<file path="src/rtl/det_seq.sv">
// Sequential signed determinant unit for 2x2 / 3x3 matrices.
// One shared multiplier, time-multiplexed over a row-0 cofactor expansion, with a saturated result.
module det_seq #(
    parameter int DW = 8,
    parameter int OW = 16
) (
    input  logic               clk,
    input  logic               rst,
    input  logic               mode,
    input  logic [9*DW-1:0]    mat,
    input  logic               in_valid,
    output logic               in_ready,
    output logic [OW-1:0]      det,
    output logic               ovf,
    output logic               out_valid,
    input  logic               out_ready
);

    localparam int MW = 2*DW + 1;   // minor width
    localparam int AW = 3*DW + 1;   // exact accumulator width

    localparam logic signed [AW-1:0] SAT_MAX = AW'((64'sd1 <<< (OW-1)) - 64'sd1);
    localparam logic signed [AW-1:0] SAT_MIN = -SAT_MAX - AW'(1);

    typedef enum logic [1:0] {IDLE, COMPUTE, DONE} state_t;
    typedef enum logic [1:0] {OP_MIN_SET, OP_MIN_SUB, OP_ACC_ADD, OP_ACC_SUB} op_t;

    state_t state, state_nxt;

    logic [9*DW-1:0]        mat_q;
    logic                   mode_q;
    logic [3:0]             step;
    logic signed [MW-1:0]   minor;
    logic signed [AW-1:0]   acc;

    logic signed [DW-1:0]   op_a;
    logic signed [MW-1:0]   op_b;
    op_t                    op;
    logic signed [AW-1:0]   prod;
    logic                   accept;
    logic                   steps_done;
    logic                   finish;

    function automatic logic signed [DW-1:0] el(input logic [9*DW-1:0] m, input int r, input int c);
        return $signed(m[(3*r+c)*DW +: DW]);
    endfunction

    function automatic logic signed [MW-1:0] sx(input logic signed [DW-1:0] v);
        return MW'(v);
    endfunction

    assign accept     = (state == IDLE) && in_valid;
    assign steps_done = (step == (mode_q ? 4'd9 : 4'd2));
    assign finish     = (state == COMPUTE) && steps_done;

    // Operand schedule: 3x3 runs minor(2 steps) then term(1 step) for each column of row 0.
    always_comb begin
        op_a = '0;
        op_b = '0;
        op   = OP_ACC_ADD;
        if (!mode_q) begin
            case (step)
                4'd0:    begin op_a = el(mat_q, 0, 0); op_b = sx(el(mat_q, 1, 1)); op = OP_ACC_ADD; end
                4'd1:    begin op_a = el(mat_q, 0, 1); op_b = sx(el(mat_q, 1, 0)); op = OP_ACC_SUB; end
                default: ;
            endcase
        end else begin
            case (step)
                4'd0:    begin op_a = el(mat_q, 1, 1); op_b = sx(el(mat_q, 2, 2)); op = OP_MIN_SET; end
                4'd1:    begin op_a = el(mat_q, 1, 2); op_b = sx(el(mat_q, 2, 1)); op = OP_MIN_SUB; end
                4'd2:    begin op_a = el(mat_q, 0, 0); op_b = minor;               op = OP_ACC_ADD; end
                4'd3:    begin op_a = el(mat_q, 1, 0); op_b = sx(el(mat_q, 2, 2)); op = OP_MIN_SET; end
                4'd4:    begin op_a = el(mat_q, 1, 2); op_b = sx(el(mat_q, 2, 0)); op = OP_MIN_SUB; end
                4'd5:    begin op_a = el(mat_q, 0, 1); op_b = minor;               op = OP_ACC_SUB; end
                4'd6:    begin op_a = el(mat_q, 1, 0); op_b = sx(el(mat_q, 2, 1)); op = OP_MIN_SET; end
                4'd7:    begin op_a = el(mat_q, 1, 1); op_b = sx(el(mat_q, 2, 0)); op = OP_MIN_SUB; end
                4'd8:    begin op_a = el(mat_q, 0, 2); op_b = minor;               op = OP_ACC_ADD; end
                default: ;
            endcase
        end
    end

    assign prod = AW'(op_a) * AW'(op_b);

    always_ff @(posedge clk) begin
        if (rst) state <= IDLE;
        else     state <= state_nxt;
    end

    always_comb begin
        state_nxt = state;
        in_ready  = 1'b0;
        out_valid = 1'b0;
        case (state)
            IDLE: begin
                in_ready = 1'b1;
                if (in_valid) state_nxt = COMPUTE;
            end
            COMPUTE: begin
                if (steps_done) state_nxt = DONE;
            end
            DONE: begin
                out_valid = 1'b1;
                if (out_ready) state_nxt = IDLE;
            end
            default: state_nxt = IDLE;
        endcase
    end

    // NOTE: operand/working registers carry no reset; they are always reloaded on accept before use.
    always_ff @(posedge clk) begin
        if (accept) begin
            mat_q  <= mat;
            mode_q <= mode;
            acc    <= '0;
            minor  <= '0;
            step   <= '0;
        end else if (state == COMPUTE && !steps_done) begin
            step <= step + 4'd1;
            case (op)
                OP_MIN_SET: minor <= prod[MW-1:0];
                OP_MIN_SUB: minor <= minor - prod[MW-1:0];
                OP_ACC_ADD: acc   <= acc + prod;
                OP_ACC_SUB: acc   <= acc - prod;
                default:    ;
            endcase
        end
    end

    always_ff @(posedge clk) begin
        if (rst) begin
            det <= '0;
            ovf <= 1'b0;
        end else if (finish) begin
            if (acc > SAT_MAX) begin
                det <= SAT_MAX[OW-1:0];
                ovf <= 1'b1;
            end else if (acc < SAT_MIN) begin
                det <= SAT_MIN[OW-1:0];
                ovf <= 1'b1;
            end else begin
                det <= acc[OW-1:0];
                ovf <= 1'b0;
            end
        end
    end

endmodule

</file>
<file path="config.mk">
export PLATFORM = sky130hd
export DESIGN_NAME = det_seq
export DESIGN_NICKNAME = d
export VERILOG_FILES = /design/src/rtl/det_seq.sv
export SDC_FILE = /design/constraint.sdc
export NUM_CORES = 1
export LEC_CHECK = 0
export CAP_MARGIN = 20
export CORE_ASPECT_RATIO = 1.4
export CORE_MARGIN = 1
export CORE_UTILIZATION = 35
export CTS_CLUSTER_SIZE = 20
export DETAILED_ROUTE_END_ITERATION = 12
export SLEW_MARGIN = 20
export SYNTH_ARGS = -nofsm -noshare
export SYNTH_HDL_FRONTEND = slang
export SYNTH_SLANG_ARGS = --single-unit
</file>
<file path="constraint.sdc">
create_clock -name clk -period 15 [get_ports clk]
set_clock_uncertainty 0.1 [all_clocks]
set_input_delay 2.25 -clock clk [delete_from_list [all_inputs] [get_ports clk]]
set_output_delay 2.25 -clock clk [all_outputs]
set_load 0.05 [all_outputs]
</file>
# Yosys cells after proc, flatten, opt, wreduce, memory -nomap -nowiden
# Cells that the tools add are included.
[totals]
ff_bits = 138
in_bits = 77
out_inout_bits = 19
[classes]
add_sub_neg = 4
n_mul = 1
n_lt_le_gt_ge = 2
eq_ne = 17
mux = 22
n_reduce_logical = 21
[ops]
columns = ["cell", "count"]
rows = [
  ["$pmux 17 s2", 2],
  ["$pmux 17 s4", 1],
  ["$pmux 25 s2", 1],
  ["$pmux 8 s6", 1],
  ["$mux 16", 2],
  ["$add 25x25->25", 1],
  ["$gt 25x16->1 const B", 1],
  ["$lt 25x16->1 const B", 1],
  ["$mul 8x17->25", 1],
  ["$sub 25x25->25", 1],
  ["$mux 17", 1],
  ["$sub 17x17->17", 1],
  ["$eq 4x3->1 const B", 4],
  ["$pmux 8 s2", 1],
  ["$pmux 2 s3", 2],
  ["$reduce_or 2->1", 6],
  ["$reduce_or 3->1", 3],
  ["$eq 4x2->1 const B", 2],
  ["$mux 2", 4],
  ["$mux 8", 1],
  ["$eq 2x2->1 const B", 3],
  ["$ne 2x2->1 const B", 3],
  ["$mux 1", 5],
  ["$add 4x1->4 const B", 1],
  ["12 further kinds", 18],
]

# Longest topological paths before layout
# Gate-level depths: netlist of run 1.
[logic_depth]
word_depth = 7
depth_mapped = 41
mapped_depth_nobuf = 38

# Least setup slack after synthesis of run 1
# Ideal clock, no wire load.
[synth_path]
path_kind = "register to register"
start = "reg step[0]"
end = "reg acc[24]"
t_arrival_ns = 8.790
required_ns = 14.828
path_slack_ns = 6.038
path_stages_with_launch = 41
path_buffers = 3
period_less_slack_ns = 8.962
cell_sequence = "dfxtp_1 -> inv_1 -> ha_1 -> clkbuf_1 -> nor2_1 -> nor3b_1 -> clkbuf_1 -> a221o_1 -> a21oi_1 -> clkbuf_1 -> a21o_1 -> nor2_1 -> fa_1 -> inv_1 -> fa_1 -> inv_1 -> fa_1 -> inv_1 -> [... 5 more ...] -> and3_4 -> xor2_4 -> o31ai_2 -> or4_4 -> nand2_1 -> xnor2_1 -> ha_1 -> a21oi_1 -> nor2b_1 -> o21ai_0 -> nand2b_1 -> a221o_1 -> a21oi_1 -> a21oi_1 -> o41ai_1 -> nand2_1 -> mux2i_1 -> mux2i_1"
[synth_between]
elab_chain_cells = 7
word_cells_on_any_way = 38
cone_classes = "2 x add/sub; 1 x mul; 11 x eq/ne; 10 x mux; 14 x reduce/logical"
[synth_lines]
columns = ["element", "line", "text"]
rows = [
  ["start: declaration", "32", "logic [3:0] step;"],
  ["start signal: assignment", "119", "step <= step + 4'd1;"],
  ["$eq 4x3->1 (tied with other cells)", "68", "case (step)"],
  ["$reduce_or 3->1 (no source line) or $reduce_or 2->1 (tied branches)", "-", ""],
  ["$pmux 17 s4 (tied with other cells)", "68", ""],
  ["$mux 17 (tied with other cells)", "61", "if (!mode_q) begin"],
  ["$mul 8x17->25 or $eq 2x2->1 (tied branches)", "83, 120", ""],
  ["$sub 25x25->25 (tied with other cells)", "124", "OP_ACC_SUB: acc <= acc - prod;"],
  ["$pmux 25 s2 or $reduce_and 2->1 (tied branches)", "-", ""],
  ["end signal: assignment", "123", "OP_ACC_ADD: acc <= acc + prod;"],
  ["end signal: assignment", "124", ""],
  ["end: declaration", "34", "logic signed [AW-1:0] acc;"],
]
# Several ways; a longest one is shown, not always the timed one.
# A chain may end at the register's enable or synchronous reset.

# Final worst setup path of run 1
[layout_path]
start = "reg step[2]"
end = "reg acc[24]"
# Same word-level chain as after synthesis.

==> results of run 1 <==
-- logic make-up (layout without fill, tap and decap cells) --
kind of cell / Yosys count / count (layout) / synth area share, %
and+or+nand+nor: 468 / 468 / 16.5
AOI/OAI and AO/OA: 342 / 342 / 18.4
buffers and inverters: 243 / 331 / 7.06
adders and majority gates: 203 / 203 / 26.1
DFF: 138 / 138 / 26.9
xor gates and xnor gates: 61 / 61 / 4.32
muxes: 10 / 10 / 0.781
-- flip-flops by register name, indices dropped and copies added (netlist names) --
name / flops
mat_q: 72
acc: 25
minor: 17
det: 16
step: 4
state: 2
mode_q: 1
ovf: 1
-- per-layer routing --
layer	wire (um)	track usage [%]
met1	13700	21.2
met2	18400	35.3
met3	1380	2.60
met4	1140	8.20
met5	0	0
-- layout make-up --
type	count	area, sq um
Clock buffer	17	425
Clock inverter	14	139
Fill cell	3591	21500
Inverter	191	719
Multi-Input combinational cell	1084	8590
Sequential cell	138	3490
Tap cell	467	584
Timing Repair Buffer	109	1060
-- cell usage in the layout (no fill, tap or decap), types with 7 or more instances in the layout --
master           netlist  final
a21boi_0               8      8
a21o_1                27     27
a21oi_1               92     91
a221oi_1              48     47
a311oi_1               7      7
a31o_2                13     13
a31oi_1               15     13
and2_1                 8      8
buf_4                  0     14
clkbuf_16              0     17
clkdlybuf4s50_1        0     95
dfxtp_1               65     65
edfxtp_1              73     73
fa_1                 112    112
ha_1                  91     91
inv_1                190    190
mux2i_1                9      9
nand2_1              150    150
nand2b_1              13     13
nand3_1               22     22
nand3b_1              13     13
nand4_1               10     10
nor2_1               174    173
nor2b_1               10     10
nor3_1                20     20
o211ai_1               8      8
o21a_1                11     11
o21ai_0               47     47
o21bai_1               9      9
or2_2                 13     13
or3_1                  7      7
xnor2_1               43     43
xor2_1                16     16
-- metrics by stage --
step	utilization, %	instances	instance area [sq um]	setup WS, ns	hold WS (ns)
final	41.1	2020	15000	5.22	0.368
after floorplan	-	1465	13000	6.04	0.349
after global placement	39.5	1988	14400	5.06	0.359
after CTS	41.0	2020	15000	4.82	0.372
after global routing	41.1	2020	15000	4.46	0.387
after detailed placement	39.5	1989	14400	4.85	0.363
-- Yosys cell counts, types with 15 or more instances --
| cell | n |
|---|---|
| xnor2_1 | 43 |
| a21oi_1 | 92 |
| a31oi_1 | 15 |
| dfxtp_1 | 65 |
| clkbuf_1 | 44 |
| nand2_1 | 150 |
| o21ai_0 | 47 |
| ha_1 | 91 |
| edfxtp_1 | 73 |
| inv_1 | 190 |
| xor2_1 | 16 |
| fa_1 | 112 |
| a221oi_1 | 48 |
| nor2_1 | 174 |
| nand3_1 | 22 |
| nor3_1 | 20 |
| a21o_1 | 27 |
-- worst paths after layout --
kind	startpoint	endpoint	slack (ns)	cells past startpoint
min reg2reg	ovf	ovf	0.37	2
max reg2reg	step[2]	acc[24]	5.22	34
max	step[2]	acc[24]	5.22	34
min	ovf	ovf	0.37	2
-- worst max-delay path: cells and delay by family, from the launching register on --
family                   cells  cell delay, ns
flip-flops                   1            0.86
adder cells (fa/ha/maj)      6            2.62
AND/OR/NAND/NOR             10            1.89
AO/OA/AOI/OAI               10            2.99
XOR/XNOR                     2            0.43
buffers and inverters        4            0.47
multiplexers                 2            0.36
==> impl_metrics.ini, run 1 <==
[status]
outcome = completed

[min_path]
hold_path.class = reg -> reg

[setup_path]
crit_path_start_kind = flop
crit_type = reg -> reg
cp-end-kind = flop
critPathArrivalTime_ns = 10.07
cp_slowest_cell = dfxtp_1
cpPeakStageDelay_ns = 0.86
critPathMaxFanout = 26
critPathRequiredTime_ns = 15.29

[global_routing]
grt_max_degree = 88
grt_pass1_wl_um = 55700
grt_pass1_vias = 10900
overflow = 0
antenna_found_initial = 0
track_usage_pct = 19.0

[synth]
synth_top_cell_area_share_pct = 17.3
synth_area_sq_um = 13000
synth.ff_latch_count = 138
synth_warnings = 0
syn_nets = 1745
synth_enable_flop_cells = 73
postSynthCellCount = 1465
synth_area_leaders = fa_1 17%, edfxtp_1 17%, dfxtp_1 10%
async_reset_ff_share_pct = 0
yosysSeqAreaShare_pct = 26.9
synth_top_area_cell = fa_1
avgSynthCellArea_sq_um = 8.86
ys_types = 79
ys.flop_type = edfxtp_1

[die]
initial_core_util_pct = 35.5
die_h_um = 230
die_w_um = 165
coreArea_sq_um = 36600
rows = 83
pin_count = 96
die-area_sq_um = 37900

[timing]
fmax_mhz = 102
tightest_slew_ns = 1.07
fin_crit_ns = 9.78
slew_viol_final = 0
hold_viol = 0
setup_viol = 0
rsz0062_at_grt = false
fin_crit_sh_pct = 65.2
fin_setup_tns_ns = 0
slew_headroom_pct = 28.5

[cts]
path_clk_slew_ns = 0.07
clock_latency_ns = 0.45
ctsResizeCount = 0
cts-root-buf = clkbuf_16
cts_tree = built
cts.sink_count = 138
cts_hold_buffers = 0
cts_max_level = 4
cts_setup_buffers = 0
clockBufferDepth = 2
cts_buffers = 17

[detailed_routing]
wl_per_cell_um = 17.2
vias = 10800
routed_wl_um = 34600
drc = 0
firstDrtPassIters = 5
initialDrtViolationCount = 754
viasPerCell = 5.35
drtAntennaViolNets = 0

[finish]
n_antenna_cell = 0
area_growth_pct = 15.7
num-nets-final = 1821
drive_gt1_share_pct = 6.50

[place]
gp_congestion = 0.883
dpl.hpwl_um = 28600
io_buffers = 95

[flow_run]
cap_viol_max_count = 0
Power of run 1 is left out: the tool's default activity adds up to more than one toggle a clock period on the data nets, which glitch-free logic cannot reach.
==> inputs of run 2 (changes only) <==
Clock period 15 ns to 8.6 ns, I/O delays scaled along.
==> impl_metrics.ini, run 2 (synthesized netlist as in run 1, its figures left out) <==
[status]
outcome = completed

[finish]
num-nets-final = 1976
final_common_cell = inv_1
final_cell_mix = 184 x inv_1, 171 x nor2_1, 154 x buf_4
fin_area_sq_um = 16900
regMostFlops = mat_q
area_growth_pct = 30.2
n_antenna_cell = 0
reg_top3 = mat_q (72), acc (25), minor (17)
largest_register_ffs = 72
drive_gt1_share_pct = 20.1

[detailed_routing]
vias = 11300
wl_per_cell_um = 16.4
drtAntennaViolNets = 0
drc = 0
routed_wl_um = 35700
viasPerCell = 5.20
initialDrtViolationCount = 569
firstDrtPassIters = 4

[global_routing]
grt_pass1_wl_um = 58200
antenna_found_initial = 0
grt_pass1_vias = 11800
grt_max_degree = 72
overflow = 0
track_usage_pct = 19.5

[min_path]
hold_path.class = reg -> reg

[timing]
tightest_slew_ns = 0.971
slew_headroom_pct = 35.0
setup_viol = 0
fmax_mhz = 121
fin_crit_sh_pct = 96.3
fin_crit_ns = 8.29
rsz0062_at_grt = true
hold_viol = 0
slew_viol_final = 0

[place]
placed_cell_area_sq_um = 15600
io_buffers = 95
dpl.hpwl_um = 29100
gp_congestion = 0.884

[die]
die_h_um = 230
die-area_sq_um = 37900
pin_count = 96
rows = 83
initial_core_util_pct = 35.5
coreArea_sq_um = 36600
die_w_um = 165

[setup_path]
rr_endpoint = acc[24]
cp_slowest_cell = or4_4
reg2reg_slack_ns = 0.31
cpPeakStageDelay_ns = 0.57
critPathRequiredTime_ns = 8.88
crit_path_start_kind = flop
critPathMaxFanout = 5
startpoint = step[1]
path_common_cell = fa_1
rr_startpoint = step[1]
worstRegToRegCells = 36
cp-end-kind = flop
crit_type = reg -> reg
crit_end = acc[24]
critPathArrivalTime_ns = 8.56

[cts]
cts_tree = built
cts.sink_count = 138
cts_max_level = 4
clockBufferDepth = 2
clock_latency_ns = 0.44
cts_buffers = 17
path_clk_slew_ns = 0.07
cts-root-buf = clkbuf_16
cts_hold_buffers = 0

[flow_run]
cap_viol_max_count = 0
run 2: cell types whose count changed in the layout (fill, tap and decap cells not counted), moves of 7 or more:
cell      change
a21oi_1      -14
a21oi_2       +9
a221oi_1     -16
a221oi_2     +14
buf_4       +140
buf_6        +10
ha_1         -10
ha_4          +8
nand2_1       -8
nand2_2       +7
o21ai_0       -8
run 2: through the flow:
stage / setup TNS, ns / worst slack [ns] / hold WS, ns / utilization [%] / instances
final: 0 / 0.315 / 0.378 / 46.2 / 2176
after global routing: -0.326 / -0.160 / 0.398 / 46.2 / 2176
after CTS: 0 / 0.0106 / 0.377 / 44.5 / 2166
after detailed placement: -0.192 / -0.192 / 0.367 / 42.7 / 2134
after global placement: -0.0930 / -0.0930 / 0.359 / 42.7 / 2134
after floorplan: 0 / 0.0224 / 0.349 / - / 1465
run 2: worst max-delay path: cells and delay by family, from the launching register on:
family	cells	cell delay, ns
fa+ha+maj	7	2.87
simple gates	11	2.23
compound gates	10	1.71
buf+inv	5	0.47
mux	2	0.38
flops	1	0.34
xor+xnor	1	0.08
run 2: worst min-delay path by stage:
| stage | start | to | slack (ns) | cells past startpoint |
|---|---|---|---|---|
| after detailed placement | ovf | ovf | 0.37 | 2 |
| after global placement | ovf | ovf | 0.36 | 2 |
| after global routing | acc[3] | acc[3] | 0.40 | 2 |
| after CTS | ovf | ovf | 0.38 | 2 |
| after floorplan | acc[3] | acc[3] | 0.35 | 2 |
| final | ovf | ovf | 0.38 | 2 |
run 2: final cells by class:
class | instances | area (sq um)
tap | 467 | 584
multi-input combinational | 1084 | 9150
clock buffer | 18 | 429
clock inverter | 14 | 195
inverter | 191 | 719
sequential | 138 | 3500
timing repair buffer | 264 | 2320
fill | 3484 | 19700
run 2: metal layers:
layer  vias to the layer above  wire length (um)  GRT usage [%]  share of wire, %
li1                       5519                 -              -                 -
met1                      5526             14500           21.9                41
met2                       226             19300           36.8                54
met3                        49              1020           2.56               2.8
met4                         0               861           6.77               2.4
met5                         -                 0              0                 0
run 2: timing repair:
item / CTS / global route
endpoints found under the setup margin: 1 / 9
buffers inserted: 0 / 10
pin swaps: 2 / 54
resized for setup: 14 / 113
gates cloned: 0 / 1
Power of run 2 is left out for the same reason.
==> inputs of run 3 (changes only) <==
Settings changed: GPL_TIMING_DRIVEN set to 1.
==> results of run 3 <==
The final DEF is identical to that of run 2; final timing and power are the same.
Power of run 3 is left out for the same reason.
